==> config.mk <==
export PLATFORM = sky130hd
export DESIGN_NAME = reg_file_sb
export DESIGN_NICKNAME = d
export VERILOG_FILES = /design/src/rtl/rf_pkg.sv /design/src/rtl/rf_scoreboard.sv /design/src/rtl/reg_file_sb.sv
export SDC_FILE = /design/constraint.sdc
export NUM_CORES = 2
export LEC_CHECK = 0
export ABC_CLOCK_PERIOD_IN_PS = 5600
export CORE_UTILIZATION = 31
export CTS_CLUSTER_SIZE = 40
export DETAILED_ROUTE_END_ITERATION = 12
export GPL_ROUTABILITY_DRIVEN = 1
export PLACE_DENSITY = 0.52
export RECOVER_POWER = 50
export SYNTH_ARGS = -nofsm -noshare
export SYNTH_HDL_FRONTEND = slang
export SYNTH_SLANG_ARGS = --single-unit
==> constraint.sdc <==
create_clock -name CLK -period 5.6 [get_ports CLK]
set_clock_uncertainty 0.2 [all_clocks]
set_input_delay 0.56 -clock CLK [delete_from_list [all_inputs] [get_ports CLK]]
set_output_delay 0.56 -clock CLK [all_outputs]
set_load 0.01 [all_outputs]
==> src/rtl/rf_pkg.sv <==
// rf_pkg: shared defaults and helpers for the reg_file_sb register file.
//   DATA_W_DEF / NREG_DEF / MAX_OUT_DEF : default parameter values
//   PC_IDX     : index of the PC slot (never stored) for the default size
//   reg_addr_t : register address type for the default size
//   cnt_w()    : width of an outstanding-load counter that can hold 0..max_out
package rf_pkg;

  localparam int DATA_W_DEF  = 32;
  localparam int NREG_DEF    = 16;
  localparam int MAX_OUT_DEF = 4;
  localparam int PC_IDX      = NREG_DEF - 1;

  typedef logic [$clog2(NREG_DEF)-1:0] reg_addr_t;

  function automatic int cnt_w(input int max_out);
    return (max_out < 1) ? 1 : $clog2(max_out + 1);
  endfunction

endpackage

==> src/rtl/rf_scoreboard.sv <==
// rf_scoreboard: busy-bit scoreboard for outstanding loads.
//   CLK, RESETn          : clock, asynchronous active-low reset
//   SB_SET, SB_ADDR      : load issued, destination register to mark busy
//   WE_B, WA_B           : load-return write; clears the busy bit it targets
//   busy_vis_o           : busy vector as seen by readers (PC bit always 0)
//   SB_FULL, SB_CNT      : outstanding-load count and count==MAX_OUT flag
// Macro RF_BYPASS_EN: when defined, a bit being cleared this cycle already
// reads as not busy on busy_vis_o; otherwise busy_vis_o is the registered bits.
module rf_scoreboard
  import rf_pkg::*;
#(
  parameter int NREG    = NREG_DEF,
  parameter int ADDR_W  = $clog2(NREG),
  parameter int MAX_OUT = MAX_OUT_DEF
) (
  input  logic                        CLK,
  input  logic                        RESETn,
  input  logic                        SB_SET,
  input  logic [ADDR_W-1:0]           SB_ADDR,
  input  logic                        WE_B,
  input  logic [ADDR_W-1:0]           WA_B,
  output logic [NREG-1:0]             busy_vis_o,
  output logic                        SB_FULL,
  output logic [cnt_w(MAX_OUT)-1:0]   SB_CNT
);

  localparam int CNT_W = cnt_w(MAX_OUT);
  localparam logic [ADDR_W-1:0] PC_A = ADDR_W'(NREG - 1);

  logic [NREG-1:0]  busy_q, busy_d;
  logic [CNT_W-1:0] cnt_q, cnt_d;
  logic             full;
  logic             set_ok, clr_ok, reload, clr_eff;

  assign full = (cnt_q == CNT_W'(MAX_OUT));

  always_comb begin
    set_ok  = SB_SET && !full && (SB_ADDR != PC_A) && !busy_q[SB_ADDR];
    clr_ok  = WE_B && (WA_B != PC_A) && busy_q[WA_B];
    // A new load to the register whose previous load is returning now keeps
    // the bit set and the count level: one load retires, one is issued.
    reload  = clr_ok && SB_SET && (SB_ADDR == WA_B);
    clr_eff = clr_ok && !reload;

    busy_d = busy_q;
    if (clr_eff) busy_d[WA_B] = 1'b0;
    if (set_ok)  busy_d[SB_ADDR] = 1'b1;

    cnt_d = cnt_q;
    if (set_ok && !clr_eff && !full)
      cnt_d = cnt_q + 1'b1;
    else if (clr_eff && !set_ok && (cnt_q != '0))
      cnt_d = cnt_q - 1'b1;
  end

  always_ff @(posedge CLK or negedge RESETn) begin
    if (!RESETn) begin
      busy_q <= '0;
      cnt_q  <= '0;
    end else begin
      busy_q <= busy_d;
      cnt_q  <= cnt_d;
    end
  end

  always_comb begin
    busy_vis_o = busy_q;
`ifdef RF_BYPASS_EN
    if (clr_eff) busy_vis_o[WA_B] = 1'b0;
`endif
  end

  assign SB_FULL = full;
  assign SB_CNT  = cnt_q;

endmodule

==> src/rtl/reg_file_sb.sv <==
// reg_file_sb: multi-port register file with load scoreboard.
//   CLK, RESETn        : clock, asynchronous active-low reset
//   RA / RD / BUSY     : NRD packed combinational read ports and busy flags
//   R15                : value returned for the PC index (NREG-1)
//   WE_A, WA_A, WD_A   : ALU writeback port (wins over B on same address)
//   WE_B, WA_B, WD_B   : load-return writeback port (clears busy bit)
//   SB_SET, SB_ADDR    : load issued, mark destination busy
//   SB_FULL, SB_CNT    : scoreboard occupancy
// Macro RF_BYPASS_EN: when defined, reads forward same-cycle write data
// (A over B) and BUSY shows a same-cycle clear; otherwise reads see stored
// contents and registered busy bits only.
module reg_file_sb
  import rf_pkg::*;
#(
  parameter int DATA_W  = DATA_W_DEF,
  parameter int NREG    = NREG_DEF,
  parameter int ADDR_W  = $clog2(NREG),
  parameter int NRD     = 3,
  parameter int MAX_OUT = MAX_OUT_DEF
) (
  input  logic                        CLK,
  input  logic                        RESETn,
  input  logic [NRD*ADDR_W-1:0]       RA,
  output logic [NRD*DATA_W-1:0]       RD,
  output logic [NRD-1:0]              BUSY,
  input  logic [DATA_W-1:0]           R15,
  input  logic                        WE_A,
  input  logic [ADDR_W-1:0]           WA_A,
  input  logic [DATA_W-1:0]           WD_A,
  input  logic                        WE_B,
  input  logic [ADDR_W-1:0]           WA_B,
  input  logic [DATA_W-1:0]           WD_B,
  input  logic                        SB_SET,
  input  logic [ADDR_W-1:0]           SB_ADDR,
  output logic                        SB_FULL,
  output logic [cnt_w(MAX_OUT)-1:0]   SB_CNT
);

  localparam logic [ADDR_W-1:0] PC_A = ADDR_W'(NREG - 1);

  logic [DATA_W-1:0] mem_q [NREG-1];
  logic [NREG-1:0]   busy_vis;
  logic              wr_a, wr_b;

  assign wr_a = WE_A && (WA_A != PC_A);
  // Port B loses the data slot when A writes the same register.
  assign wr_b = WE_B && (WA_B != PC_A) && !(wr_a && (WA_A == WA_B));

  always_ff @(posedge CLK or negedge RESETn) begin
    if (!RESETn) begin
      for (int i = 0; i < NREG - 1; i++) mem_q[i] <= '0;
    end else begin
      if (wr_b) mem_q[WA_B] <= WD_B;
      if (wr_a) mem_q[WA_A] <= WD_A;
    end
  end

  rf_scoreboard #(
    .NREG    (NREG),
    .ADDR_W  (ADDR_W),
    .MAX_OUT (MAX_OUT)
  ) u_sb (
    .CLK        (CLK),
    .RESETn     (RESETn),
    .SB_SET     (SB_SET),
    .SB_ADDR    (SB_ADDR),
    .WE_B       (WE_B),
    .WA_B       (WA_B),
    .busy_vis_o (busy_vis),
    .SB_FULL    (SB_FULL),
    .SB_CNT     (SB_CNT)
  );

  always_comb begin
    logic [ADDR_W-1:0] ra;
    RD   = '0;
    BUSY = '0;
    for (int k = 0; k < NRD; k++) begin
      ra = RA[k*ADDR_W +: ADDR_W];
      if (ra == PC_A) begin
        RD[k*DATA_W +: DATA_W] = R15;
      end else begin
        RD[k*DATA_W +: DATA_W] = mem_q[ra];
`ifdef RF_BYPASS_EN
        // Forwarding is held off during reset so stored indices read 0.
        if (RESETn) begin
          if (WE_B && (WA_B == ra)) RD[k*DATA_W +: DATA_W] = WD_B;
          if (WE_A && (WA_A == ra)) RD[k*DATA_W +: DATA_W] = WD_A;
        end
`endif
        BUSY[k] = busy_vis[ra];
      end
    end
  end

endmodule

==> metrics.txt <==
# TYPE chip_impl_metric gauge
chip_impl_metric{name="worst-path-max-fanout",unit=""} 94
chip_impl_metric{name="yosys_register_bits",unit=""} 499
chip_impl_metric{name="cts_bufs_inserted",unit=""} 66
chip_impl_metric{name="final_report_hold_violation_count",unit=""} 0
chip_impl_info{name="rsz0062_at_grt",value="false"} 1
chip_impl_info{name="final_common_cell",value="sky130_fd_sc_hd__mux2i_1"} 1
chip_impl_metric{name="drt_wl_total",unit="mm"} 138
chip_impl_metric{name="minimum_period_implied_by_the_final_worst_setup_slack",unit="ns"} 4.29
chip_impl_metric{name="ctsResizeCount",unit=""} 0
chip_impl_info{name="worstHoldPathType",value="flip-flop to flip-flop"} 1
chip_impl_metric{name="fmax",unit="MHz"} 233
chip_impl_metric{name="detail_route.vias_per_cell",unit=""} 5.82
chip_impl_metric{name="post_synth.cell_area_avg",unit="um2"} 11.1
chip_impl_info{name="failing_checks",value="max-capacitance violations, max-slew violations"} 1
chip_impl_metric{name="timing.slew.headroom",unit="%"} -76.1
chip_impl_metric{name="static-leakage-power",unit="nW"} 18.8
chip_impl_metric{name="drtIter0Drc",unit=""} 3210
chip_impl_metric{name="clk_slew_on_worst_s_h_paths",unit="ns"} 0.05
chip_impl_metric{name="fin_util",unit="%"} 36.1
chip_impl_metric{name="pin_count",unit=""} 228
chip_impl_metric{name="drt_pre_antenna_iters",unit=""} 6
chip_impl_metric{name="htreeDepth",unit=""} 3
chip_impl_info{name="reg2reg_to",value="u_sb.SB_CNT[2]"} 1
chip_impl_info{name="synth.top_cells.by_area",value="sky130_fd_sc_hd__dfrtp_1, sky130_fd_sc_hd__mux4_2, sky130_fd_sc_hd__mux2i_1"} 1
chip_impl_metric{name="wl_per_cell",unit="um"} 28.8
chip_impl_metric{name="floorplan.core_area",unit="um2"} 114000
chip_impl_metric{name="filler_cell_count",unit=""} 11200
chip_impl_metric{name="r2r_cells",unit=""} 7
chip_impl_info{name="yosys.area.top_type",value="sky130_fd_sc_hd__dfrtp_1"} 1
chip_impl_metric{name="detailroute.via_count",unit=""} 27800
chip_impl_info{name="critical_path_startpoint_category",value="input port"} 1
chip_impl_metric{name="num-nets-final",unit=""} 3351
chip_impl_metric{name="async_flop_share",unit="%"} 100
chip_impl_metric{name="worstSkewPairLatency",unit="ns"} 0.61
chip_impl_metric{name="syn_nets",unit=""} 3351
chip_impl_metric{name="placement_rows",unit=""} 124
chip_impl_metric{name="grt_max_degree",unit=""} 153
chip_impl_metric{name="setup_viol",unit=""} 0
chip_impl_metric{name="hpwl_detailed",unit="mm"} 80.6
chip_impl_info{name="cts_tree",value="yes"} 1
chip_impl_metric{name="sequential_fraction_of_the_synthesis_area",unit="%"} 34.9
chip_impl_info{name="endpoint_kind",value="asynchronous set/reset pin"} 1
chip_impl_metric{name="grt_pass1_wl",unit="mm"} 202
chip_impl_metric{name="ys_types",unit=""} 47
chip_impl_metric{name="areaGrowthSynthToFinish",unit="%"} 15.4
chip_impl_metric{name="synth-warning-count",unit=""} 0
chip_impl_metric{name="total_die_area",unit="um2"} 117000
chip_impl_info{name="crit-reg2reg-launch",value="u_sb.busy_vis_o[10]"} 1
chip_impl_metric{name="die_w",unit="um"} 342
chip_impl_metric{name="post-place-cells",unit=""} 4668
chip_impl_metric{name="tightest_slew",unit="ns"} 2.64
chip_impl_metric{name="syn_area",unit="um2"} 35700
chip_impl_info{name="crit_start",value="RESETn"} 1
chip_impl_metric{name="worst-endpoint-required",unit="ns"} 5.86
chip_impl_metric{name="r2r_setup_slack",unit="ns"} 2.30
chip_impl_metric{name="io_buffers",unit=""} 227
chip_impl_metric{name="floorplan.initialDensity",unit="%"} 31.3
chip_impl_metric{name="final_cell_count_no_fill",unit=""} 4787
chip_impl_metric{name="drt_drc",unit=""} 0
chip_impl_metric{name="chipHeight",unit="um"} 342
chip_impl_metric{name="multi_input_comb_area",unit="um2"} 21900
chip_impl_metric{name="total_count_of_max_transition_violations_in_the_final_report",unit=""} 192
chip_impl_metric{name="grt_overflow_total",unit=""} 0
chip_impl_metric{name="via_count_of_the_first_global_routing_pass",unit=""} 27100
chip_impl_metric{name="timing.max_cap.violations",unit=""} 4
chip_impl_info{name="synth_top_flop_cell",value="sky130_fd_sc_hd__dfrtp_1"} 1
chip_impl_info{name="setup.worst_path.class",value="input port to asynchronous set/reset pin"} 1
chip_impl_metric{name="layout.area.seq",unit="um2"} 12500
chip_impl_info{name="status",value="finished with violations"} 1
chip_impl_metric{name="peakVddDrop",unit="V"} 0.000173
chip_impl_metric{name="final_layout_size_suffix_gt1_share",unit="%"} 19.4
chip_impl_info{name="worst_setup_path_endpoint",value="mem_q[142]"} 1
chip_impl_metric{name="antenna_found_initial",unit=""} 4
chip_impl_metric{name="hold_ws",unit="ns"} 0.261
chip_impl_metric{name="finalCritPeriodShare",unit="%"} 76.6
chip_impl_metric{name="gr_util_all_layers",unit="%"} 23.6
chip_impl_metric{name="ant_nets",unit=""} 0
chip_impl_info{name="final_cell_mix",value="sky130_fd_sc_hd__mux2i_1, sky130_fd_sc_hd__dfrtp_1, sky130_fd_sc_hd__mux4_2"} 1
chip_impl_info{name="clock_tree.root_cell",value="sky130_fd_sc_hd__clkbuf_16"} 1
chip_impl_metric{name="synth_edf_count",unit=""} 0
chip_impl_metric{name="p_per_area",unit="nW/um2"} 360
chip_impl_metric{name="setup-tns-final",unit="ns"} 0
chip_impl_metric{name="synthCells",unit=""} 3225
chip_impl_metric{name="finalWeightedCongestion",unit=""} 0.829
chip_impl_metric{name="p_total",unit="W"} 0.0148
chip_impl_metric{name="numClockSinks",unit=""} 499
chip_impl_metric{name="crit_arrival",unit="ns"} 4.55
chip_impl_metric{name="clock_path_buffers",unit=""} 3
chip_impl_metric{name="synth_top_area_share",unit="%"} 34.9
==> sequential cells by signal, indices dropped and copies added (netlist names) <==
name and cells:
u_sb.busy_vis_o 16, u_sb.SB_CNT 3, mem_q 480
==> layer usage <==
layer  GRT usage [%]  wire [um]
met1            33.4      59500
met2            36.7      64000
met3            4.33      10600
met4            6.89       3670
met5               0         21
==> synth_stat cells, types with 2 or more instances <==
cell type and n:
sky130_fd_sc_hd__o21a_1 13, sky130_fd_sc_hd__buf_4 47, sky130_fd_sc_hd__nor3b_1 2, sky130_fd_sc_hd__buf_6 3
sky130_fd_sc_hd__nor3b_2 2, sky130_fd_sc_hd__o21ai_0 357, sky130_fd_sc_hd__nand2b_1 9, sky130_fd_sc_hd__and2_1 3
sky130_fd_sc_hd__xor2_1 3, sky130_fd_sc_hd__and4_1 3, sky130_fd_sc_hd__mux2i_1 566, sky130_fd_sc_hd__o21ai_1 49
sky130_fd_sc_hd__xnor2_1 6, sky130_fd_sc_hd__dfrtp_1 499, sky130_fd_sc_hd__mux4_2 407, sky130_fd_sc_hd__nor2_1 208
sky130_fd_sc_hd__buf_1 23, sky130_fd_sc_hd__o22a_1 11, sky130_fd_sc_hd__mux2_2 11, sky130_fd_sc_hd__a21o_1 83
sky130_fd_sc_hd__clkbuf_1 222, sky130_fd_sc_hd__or3_1 6, sky130_fd_sc_hd__nand4_1 3, sky130_fd_sc_hd__or2_2 3
sky130_fd_sc_hd__nand3b_1 10, sky130_fd_sc_hd__buf_2 57, sky130_fd_sc_hd__nand3_1 8, sky130_fd_sc_hd__nor3_1 3
sky130_fd_sc_hd__nand2_1 392, sky130_fd_sc_hd__a21oi_1 193, sky130_fd_sc_hd__nor2b_1 7
==> report_power, final <==
group	switching (W)	internal (W)
combinational	0.00206	0.00284
sequential	0.00101	0.00457
clock	0.00177	0.00259
==> cell type report <==
class                           count  share of cell area, %
Inverter                            1                0.00910
Clock buffer                      103                   4.93
Multi-Input combinational cell   2372                   53.0
Tap cell                         1512                   4.59
Timing Repair Buffer              285                   6.87
Antenna cell                        1                0.00607
Sequential cell                   499                   30.3
Clock inverter                     14                  0.334
==> critical path: stages <==
cell	delay, ns
sky130_fd_sc_hd__dlygate4sd3_1	0.54
sky130_fd_sc_hd__clkbuf_2	1.72
sky130_fd_sc_hd__clkbuf_4	1.40
==> cells by family after synthesis <==
logic type,count (synthesis),synth area share (%)
fa+ha+maj,1,0.0560
buf+inv,354,4.48
simple gates,664,7.53
compound gates,714,10.9
xor+xnor,9,0.221
mux,984,41.8
flops,499,34.9
==> what timing repair did <==
| action | 4_1_cts | 5_1_grt |
|---|---|---|
| setup buffers | 0 | 0 |
| hold endpoints to repair | 89 | 0 |
| hold buffers | 1 | 0 |
==> worst min-delay path by stage <==
stage / startpoint / endpoint / slack, ns / depth (start not counted)
after floorplan: RESETn / mem_q[0] / 0.06 / 0
after CTS: u_sb.busy_vis_o[15] / u_sb.busy_vis_o[15] / 0.25 / 0
final: u_sb.busy_vis_o[15] / u_sb.busy_vis_o[15] / 0.26 / 0
after global placement: u_sb.busy_vis_o[15] / u_sb.busy_vis_o[15] / 0.25 / 0
after detailed placement: u_sb.busy_vis_o[15] / u_sb.busy_vis_o[15] / 0.24 / 0
after global routing: u_sb.busy_vis_o[15] / u_sb.busy_vis_o[15] / 0.29 / 0
==> stage by stage <==
step | worst slack [ns] | instance area, um2
2_1_floorplan | 2.26 | 35700
3_3_place_gp | 1.36 | 39100
3_5_place_dp | 1.25 | 39100
4_1_cts | 1.41 | 41300
5_1_grt | 0.660 | 41200
6_report | 1.31 | 41200
Note: power is estimated with default switching activity, not from simulation.
